`config.mk`:
```
export PLATFORM = sky130hd
export DESIGN_NAME = mux_pipe_n
export DESIGN_NICKNAME = d
export VERILOG_FILES = /design/src/rtl/mux_pipe_n_pkg.sv /design/src/rtl/mux_pipe_fifo2.sv /design/src/rtl/mux_pipe_n.sv
export SDC_FILE = /design/constraint.sdc
export NUM_CORES = 1
export LEC_CHECK = 0
export CORE_AREA = 8 8 136 87
export DETAILED_ROUTE_END_ITERATION = 10
export DIE_AREA = 0 0 144 95
export PLACE_DENSITY = 0.8
export SETUP_SLACK_MARGIN = 0.1
export SYNTH_ARGS = -nofsm -noshare
export SYNTH_HDL_FRONTEND = slang
export SYNTH_SLANG_ARGS = --single-unit
```
`constraint.sdc`:
```
create_clock -name clk -period 2.38 [get_ports clk]
set_clock_uncertainty 0.2 [all_clocks]
set_input_delay 0.357 -clock clk [delete_from_list [all_inputs] [get_ports clk]]
set_output_delay 0.357 -clock clk [all_outputs]
set_load 0.01 [all_outputs]
```
`src/rtl/mux_pipe_n_pkg.sv`:
```
// Shared definitions for the mux_pipe_n block: default data width, the
// occupancy states of the 2-entry buffer, and a constant-foldable clog2.
package mux_pipe_n_pkg;

    localparam int DEFAULT_WIDTH = 32;

    typedef enum logic [1:0] {
        FIFO_EMPTY = 2'd0,
        FIFO_ONE   = 2'd1,
        FIFO_FULL  = 2'd2
    } fifo_state_e;

    // Returns the number of bits needed to index 'value' items (0 for value <= 1).
    function automatic int clog2(input int value);
        int r;
        r = 0;
        for (int v = value - 1; v > 0; v = v >> 1) begin
            r = r + 1;
        end
        return r;
    endfunction

endpackage

```
`src/rtl/mux_pipe_fifo2.sv`:
```
// Two-entry in-order buffer with flush. The head entry lives in its own
// register so the consumer always sees registered data.
module mux_pipe_fifo2
    import mux_pipe_n_pkg::*;
#(
    parameter int DW = 8
) (
    input  logic          clk,
    input  logic          rst,
    input  logic          flush,
    input  logic          push,
    input  logic [DW-1:0] push_data,
    input  logic          pop,
    output logic [DW-1:0] head_data,
    output fifo_state_e   state
);

    fifo_state_e   state_q, state_d;
    logic [DW-1:0] head_q, head_d;
    logic [DW-1:0] tail_q, tail_d;

    always_ff @(posedge clk) begin
        if (rst) begin
            state_q <= FIFO_EMPTY;
        end else begin
            state_q <= state_d;
        end
    end

    // push is never raised while full or flushing; pop never while empty.
    always_comb begin
        state_d = state_q;
        if (flush) begin
            state_d = FIFO_EMPTY;
        end else begin
            case (state_q)
                FIFO_EMPTY: if (push) state_d = FIFO_ONE;
                FIFO_ONE: begin
                    if (push && !pop)      state_d = FIFO_FULL;
                    else if (!push && pop) state_d = FIFO_EMPTY;
                end
                FIFO_FULL:  if (pop) state_d = FIFO_ONE;
                default:    state_d = FIFO_EMPTY;
            endcase
        end
    end

    // Emptying the buffer leaves the head register untouched so the last word lingers.
    always_comb begin
        head_d = head_q;
        tail_d = tail_q;
        if (!flush) begin
            case (state_q)
                FIFO_EMPTY: if (push) head_d = push_data;
                FIFO_ONE: begin
                    if (push && pop) head_d = push_data;
                    else if (push)   tail_d = push_data;
                end
                FIFO_FULL:  if (pop) head_d = tail_q;
                default: begin
                    head_d = head_q;
                    tail_d = tail_q;
                end
            endcase
        end
    end

    always_ff @(posedge clk) begin
        if (rst) begin
            head_q <= '0;
            tail_q <= '0;
        end else begin
            head_q <= head_d;
            tail_q <= tail_d;
        end
    end

    assign head_data = head_q;
    assign state     = state_q;

endmodule

```
`src/rtl/mux_pipe_n.sv`:
```
// N-input selector feeding a 2-entry registered buffer. The selected word
// and its index travel together; an out-of-range index stores zero and
// raises a sticky error flag.
module mux_pipe_n
    import mux_pipe_n_pkg::*;
#(
    parameter  int WIDTH  = DEFAULT_WIDTH,
    parameter  int NUM_IN = 4,
    localparam int SEL_W  = clog2(NUM_IN)
) (
    input  logic                    clk,
    input  logic                    rst,
    input  logic [NUM_IN*WIDTH-1:0] in_data,
    input  logic [SEL_W-1:0]        sel,
    input  logic                    in_valid,
    output logic                    in_ready,
    input  logic                    flush,
    output logic [WIDTH-1:0]        out_data,
    output logic [SEL_W-1:0]        out_sel,
    output logic                    out_valid,
    input  logic                    out_ready,
    output logic                    sel_err
);

    localparam int ENT_W = WIDTH + SEL_W;

    fifo_state_e      fifo_state;
    logic             push;
    logic             pop;
    logic             sel_oob;
    logic [WIDTH-1:0] sel_word;
    logic [ENT_W-1:0] head_entry;
    logic             sel_err_q, sel_err_d;

    // Handshake: a transfer happens on any edge where valid and ready are both high.
    assign in_ready  = (fifo_state != FIFO_FULL) && !flush && !rst;
    assign out_valid = (fifo_state != FIFO_EMPTY) && !rst;
    assign push      = in_valid && in_ready;
    assign pop       = out_valid && out_ready;

    // An index with no matching input falls through to the all-zero default.
    always_comb begin
        sel_word = '0;
        sel_oob  = (32'(sel) >= NUM_IN);
        for (int k = 0; k < NUM_IN; k++) begin
            if (32'(sel) == k) begin
                sel_word = in_data[k*WIDTH +: WIDTH];
            end
        end
    end

    always_comb begin
        sel_err_d = sel_err_q | (push & sel_oob);
    end

    always_ff @(posedge clk) begin
        if (rst) begin
            sel_err_q <= 1'b0;
        end else begin
            sel_err_q <= sel_err_d;
        end
    end

    mux_pipe_fifo2 #(
        .DW(ENT_W)
    ) u_fifo (
        .clk      (clk),
        .rst      (rst),
        .flush    (flush),
        .push     (push),
        .push_data({sel, sel_word}),
        .pop      (pop),
        .head_data(head_entry),
        .state    (fifo_state)
    );

    assign out_data = head_entry[WIDTH-1:0];
    assign out_sel  = head_entry[ENT_W-1:WIDTH];
    assign sel_err  = sel_err_q;

endmodule
```
Yosys cells after proc, flatten, opt, wreduce, memory -nomap -nowiden
Index checks and enable logic that the tools add are counted.

Output and inout port bits: 37. Input bits: 135. Logic and storage cells: 48. Bits in registers: 70.

Bitwise operators: 2. Multiplexer cells: 13. Reductions and logical operators: 20. Eq/ne operators: 10.

Operators with widths (count): 32-bit 2-to-1 mux (4); 34-bit 2-to-1 mux (3); 34-bit one-hot mux with 3 select lines (1); 1-bit logical AND (8); 2-bit 2-to-1 mux (4); 2-bit equality test, second input constant (3); 2-bit by 1-bit != test with 1-bit output, second input constant (3); 2-bit one-hot mux with 3 select lines (1); 5-bit AND reduction (1); 2-bit by 1-bit equality test with 1-bit output, second input constant (2); 1-bit logical NOT (4); 2-bit logical NOT (2); 4-bit AND reduction (1); 3-bit by 1-bit != test with 1-bit output, second input constant (1); 3-bit AND reduction (1); 3-bit nonzero test (1); 2-bit != test, second input constant (1); 1-bit inverter (2); 2-bit nonzero test (1); 2-bit OR reduction (1).

Longest topological paths before layout
Gate-level depths: netlist of the first run.

Depth in word-level cells: 9. Depth in mapped cells: 6. Mapped depth without buffers: 3.

Modules after synthesis
From an unflattened synthesis of the first run, not the netlist that was laid out.

Cell total of the unflattened synthesis: 381. Area, all modules: 4135.2 um^2.

Modules (own cells, without submodules): mux_pipe_fifo2 (sequential area each 1401.3 um^2, instances 1, cells each 333, area each 3270.6 um^2); mux_pipe_n (sequential area each 0.0 um^2, instances 1, cells each 48, area each 864.6 um^2).

Worst setup path after synthesis of the first run
OpenSTA, ideal clock, no wires.

Path kind: input to register. Start: input port sel[0]. End: register u_fifo.head_q[10] (netlist: u_fifo.head_data[10]). Required time: 2034 ps. Path slack: 553 ps. Stages: 5. Path buffers: 2. Library setup time: 146 ps. Data arrival time: 1481 ps. Path through: buf_4 buf_4 mux4_2 mux2i_1 a211oi_2.

Cells in the longest elaborated chain, start to end: 7. Elaborated cells on any way between the ends: 11. Those cells by class: eq/ne: 3; mux: 7; reduce/logical: 1.

RTL lines: from (decl) (line mux_pipe_n.sv:14) `input logic [SEL_W-1:0] sel,`; 2-bit logical NOT (line mux_pipe_n.sv:46) `if (32'(sel) == k) begin`; 32-bit 2-to-1 mux (3 in a row) (line mux_pipe_n.sv:46); 32-bit 2-to-1 mux (*) (line mux_pipe_n.sv:46); 34-bit 2-to-1 mux (on tied branches) (line mux_pipe_fifo2.sv:56, mux_pipe_fifo2.sv:54); 34-bit one-hot mux with 3 select lines (*) (line mux_pipe_fifo2.sv:53) `case (state_q)`; to (signal assigned) (line mux_pipe_fifo2.sv:70) `head_q <= '0;`; to (signal assigned) (line mux_pipe_fifo2.sv:73) `head_q <= head_d;`; to (decl) (line mux_pipe_fifo2.sv:19) `logic [DW-1:0] head_q, head_d;`.

Every way passes the cells marked *; elsewhere a longest branch is shown, timed or not. The select of a mux whose other input is x is not followed. A chain may end at the register's enable or synchronous reset.

Final worst setup path of the first run
Start: register u_fifo.state_q[1] (netlist: u_fifo.state[1]). End: output port out_valid.

Cells in the longest elaborated chain, start to end: 2.

RTL lines: from (decl) (line mux_pipe_fifo2.sv:18) `fifo_state_e state_q, state_d;`; from (signal assigned) (line mux_pipe_fifo2.sv:26) `state_q <= state_d;`; 2-bit nonzero test (line mux_pipe_n.sv:37) `assign out_valid = (fifo_state != FIFO_EMPTY) && !rst;`; 1-bit logical AND (line mux_pipe_n.sv:37); to (decl) (line mux_pipe_n.sv:20) `output logic out_valid,`.

Every way passes these cells.

==> run_results.csv, run 1 <==
group,metric,value,unit
yosys,syn_area_per_cell,10.9,µm²
routing,drt-initial-drc-count,253,
yosys,synth_edf_count,0,
setup_path,max_stage_delay,0.58,ns
setup_path,crit_fanout,7,
clock_tree,tritoncts,"done",
min_path,hp-start,"rst",
routing,top_layer,"met4",
sta,fin_crit,2.14,ns
yosys,synthTopCellsByCount,"dfxtp_1 (70), a21oi_1 (35)",
clock_tree,htreeDepth,3,
clock_tree,hold_buffers,0,
pwr,irDropWorstVdd,0.000389,V
yosys,synthTopCellsByArea,"dfxtp_1 (34%), mux4_2 (18%), a211oi_2 (9.1%)",
pwr,power.share.sequential,37.8,%
yosys,yosysTopAreaCell,"dfxtp_1",
clock_tree,cts-buffers-inserted,9,
floorplan,die_h,95,µm
global_routing,grt_use_total,20.6,%
clock_tree,clockBufferDepth,2,
routing,ant_nets,0,
global_routing,antenna_found_initial,0,
placed_design,portBuffers,170,
placed_design,hpwlAfterDp,10400,µm
floorplan,dieWidth,144,µm
sta,worst-slew-pin-transition,0.605,ns
yosys,synth.most_common_cell,"dfxtp_1",
setup_path,required,1.82,ns
setup_path,r2r-end,"u_fifo.head_data[0]$_SDFFE_PP0P_",
setup_path,end_kind,"output port",
sta,rsz0062_at_grt,"false",
routing,wire_per_inst,21.0,µm
clock_tree,cts_root_buf,"clkbuf_16",
setup_path,crit_path_top_delay_cell,"clkdlybuf4s50_1",
sta,max_freq,0.468,GHz
pwr,p_clk_share,37.6,%
global_routing,grt_pass1_vias,4231,
floorplan,core_region_area,9700,µm²
pwr,leakage,2.28,nW
pwr,switchingPower,0.837,mW
outcome,outcome,"complete, no violations",
pwr,power.density,532,nW/µm²
sta,slew_headroom,59.6,%
yosys,netlist_area,4120,µm²
routing,routed_via_density,5.98,
floorplan,fp-row-count,28,
routing,wirelength,14000,µm
sta,finalHoldViolations,0,
pwr,p_int,2.47,mW
min_path,worstHoldPathType,"in -> reg",
finish,synthToLayoutAreaGrowth,51.2,%
finish,fin_util,64.1,%
placed_design,dp_slack,0.111,ns
setup_path,cp_top_family,"buffers and inverters",
finish,antenna_cells,0,
placed_design,gp_congestion,0.783,
yosys,async_flop_share,0,%
setup_path,worstReg2RegStart,"u_fifo.state[0]$_SDFFE_PP0P_",
run,drv_cap,0,
yosys,synth_fp_nets,514,
sta,final.setup.tns,0,ns
yosys,synth_cells,379,
yosys,yosys_warnings,0,
setup_path,criticalPathCategory,"reg -> out",
sta,drv_slew,0,
yosys,synth_flop_cell,"dfxtp_1",
setup_path,r2r_setup_slack,0.40,ns
yosys,ys_types,28,
routing,wirelength_met1,5810,µm
routing,dr_wl_met2,6710,µm
routing,vias,3981,
floorplan,die-area,13700,µm²
sta,period_share,89.8,%
min_path,hold_end,"u_fifo.tail_q[3]$_SDFFE_PP0P_",
yosys,ys_ff_latch,70,
setup_path,cp.arrival,1.58,ns
clock_tree,clock-sinks,70,
sta,layout_setup_ws,0.242,ns
routing,drcViolationCount,0,
yosys,ys_seq_area_share,34.0,%
routing,dr_wl_met3,1270,µm
clock_tree,worstSkewPairLatency,0.33,ns
setup_path,worst-path-buf-inv,1,
global_routing,globalRouteOverflowTotal,0,
setup_path,critPathLaunchType,"flip-flop",
setup_path,path_common_cell,"nor2_1",
sta,setup_viol,0,
pwr,p_comb_share,24.6,%
finish,final_nets,663,
floorplan,ios,172,
clock_tree,clkSlewWorstSetupHoldPaths,0.05,ns
floorplan,initial_core_util,42.4,%
min_path,hold_depth,2,
setup_path,critical_path.cell_chain,"nor2_1 > nor2_1 > clkdlybuf4s50_1",
routing,firstDrtPassIters,5,
yosys,synth_top_area_share,34.0,%
pwr,switching_share,25.3,%
global_routing,grt_pass1_wl,22000,µm
finish,layout-drive-gt1-share,20.3,%
setup_path,reg2regPathDepth,4,
global_routing,grt_max_degree,45,
-- state kept, by name, summed over array words and instances (netlist names) --
name / count
u_fifo.tail_q: 34
u_fifo.state: 2
u_fifo.head_data: 34
-- power by group through the flow --
stage	registers (mW)	logic [mW]	clock network, mW
6_report	1.25	0.814	1.24
2_1_floorplan	1.29	0.382	0
4_1_cts	1.25	0.817	1.27
5_1_grt	1.25	0.867	1.33
3_5_place_dp	1.27	0.812	0
3_3_place_gp	1.27	0.793	0
-- stage by stage --
| stage | cell area (µm²) | cells | power (mW) | hold slack (ns) |
|---|---|---|---|---|
| floorplan | 4120 | 379 | 1.67 | 0.253 |
| global placement | 5940 | 652 | 2.06 | 0.258 |
| detailed placement | 5940 | 652 | 2.08 | 0.266 |
| CTS | 6220 | 666 | 3.33 | 0.179 |
| global route | 6220 | 666 | 3.45 | 0.193 |
| finish | 6220 | 666 | 3.31 | 0.187 |
-- cell usage in the layout, fill, tap and decap left out --
| cell type | instances |
|---|---|
| dlymetal6s2s_1 | 1 |
| buf_2 | 2 |
| clkbuf_1 | 1 |
| and3b_1 | 1 |
| mux2i_1 | 34 |
| nor3_4 | 2 |
| nand2b_1 | 1 |
| a21oi_1 | 35 |
| or3b_2 | 1 |
| nor2_1 | 2 |
| o21ai_0 | 34 |
| a21o_1 | 1 |
| a22o_2 | 1 |
| nand3b_1 | 1 |
| nor3b_1 | 1 |
| buf_4 | 17 |
| clkbuf_16 | 9 |
| dfxtp_1 | 69 |
| buf_12 | 6 |
| a211oi_1 | 5 |
| clkdlybuf4s50_1 | 166 |
| mux2_4 | 1 |
| clkbuf_8 | 3 |
| clkinv_2 | 1 |
| nand2b_2 | 1 |
| nor4b_4 | 1 |
| conb_1 | 1 |
| a211oi_2 | 30 |
| nand3_1 | 34 |
| nand2_1 | 1 |
| mux4_2 | 32 |
| or3_1 | 1 |
| dfxtp_2 | 1 |
| a221oi_1 | 34 |
-- worst max path at each step --
stage                                 startpoint  cells past startpoint                                end  slack (ns)
finish              u_fifo.state[1]$_SDFFE_PP0P_                      3                          out_valid        0.24
global route        u_fifo.state[1]$_SDFFE_PP0P_                      3                          out_valid        0.18
CTS                 u_fifo.state[0]$_SDFFE_PP0P_                      3                           in_ready        0.18
detailed placement                         flush                      6      u_fifo.tail_q[6]$_SDFFE_PP0P_        0.11
global placement                          sel[1]                      5   u_fifo.head_data[0]$_SDFFE_PP0P_        0.17
floorplan                                 sel[0]                      5  u_fifo.head_data[10]$_SDFFE_PP0P_        0.55
-- area by class of cell --
class                   instances  area, µm²
fillers                       752       3480
multi-input cells             255       2440
repair buffers                192       1930
flip-flops and latches         70       1400
clock buffers                  13        270
well taps                     135        169
clock inverters                 1       5.00
-- per-layer routing --
| layer | vias up | GRT usage (%) |
|---|---|---|
| li1 | 1807 | - |
| met2 | 189 | 33.9 |
| met4 | 0 | 7.05 |
| met5 | - | 0 |
| met1 | 1969 | 24.7 |
| met3 | 16 | 7.46 |
-- kinds of logic (layout without fill, tap and decap cells) --
family                 count (synthesis)  count (layout)  synth area share (%)
AO/OA/AOI/OAI                        140             140                  26.0
flip-flops                            70              70                  34.0
multiplexers                          67              67                  26.1
buffers and inverters                 54             206                  6.96
AND/OR/NAND/NOR                       47              47                  6.72
other                                  1               1                0.0911
-- timing repair --
| item | 4_1_cts | 5_1_grt |
|---|---|---|
| endpoints found under the setup margin | 1 | 1 |
| buffers inserted | 0 | 0 |
| gates resized for setup | 1 | 1 |
(Power assumes the default switching activity.)
==> run 2: changes to the inputs <==
- ABC_CLOCK_PERIOD_IN_PS: not set -> 2380
==> results of run 2 <==
Same layout as run 1: the final DEF is identical, and so are final timing and power.
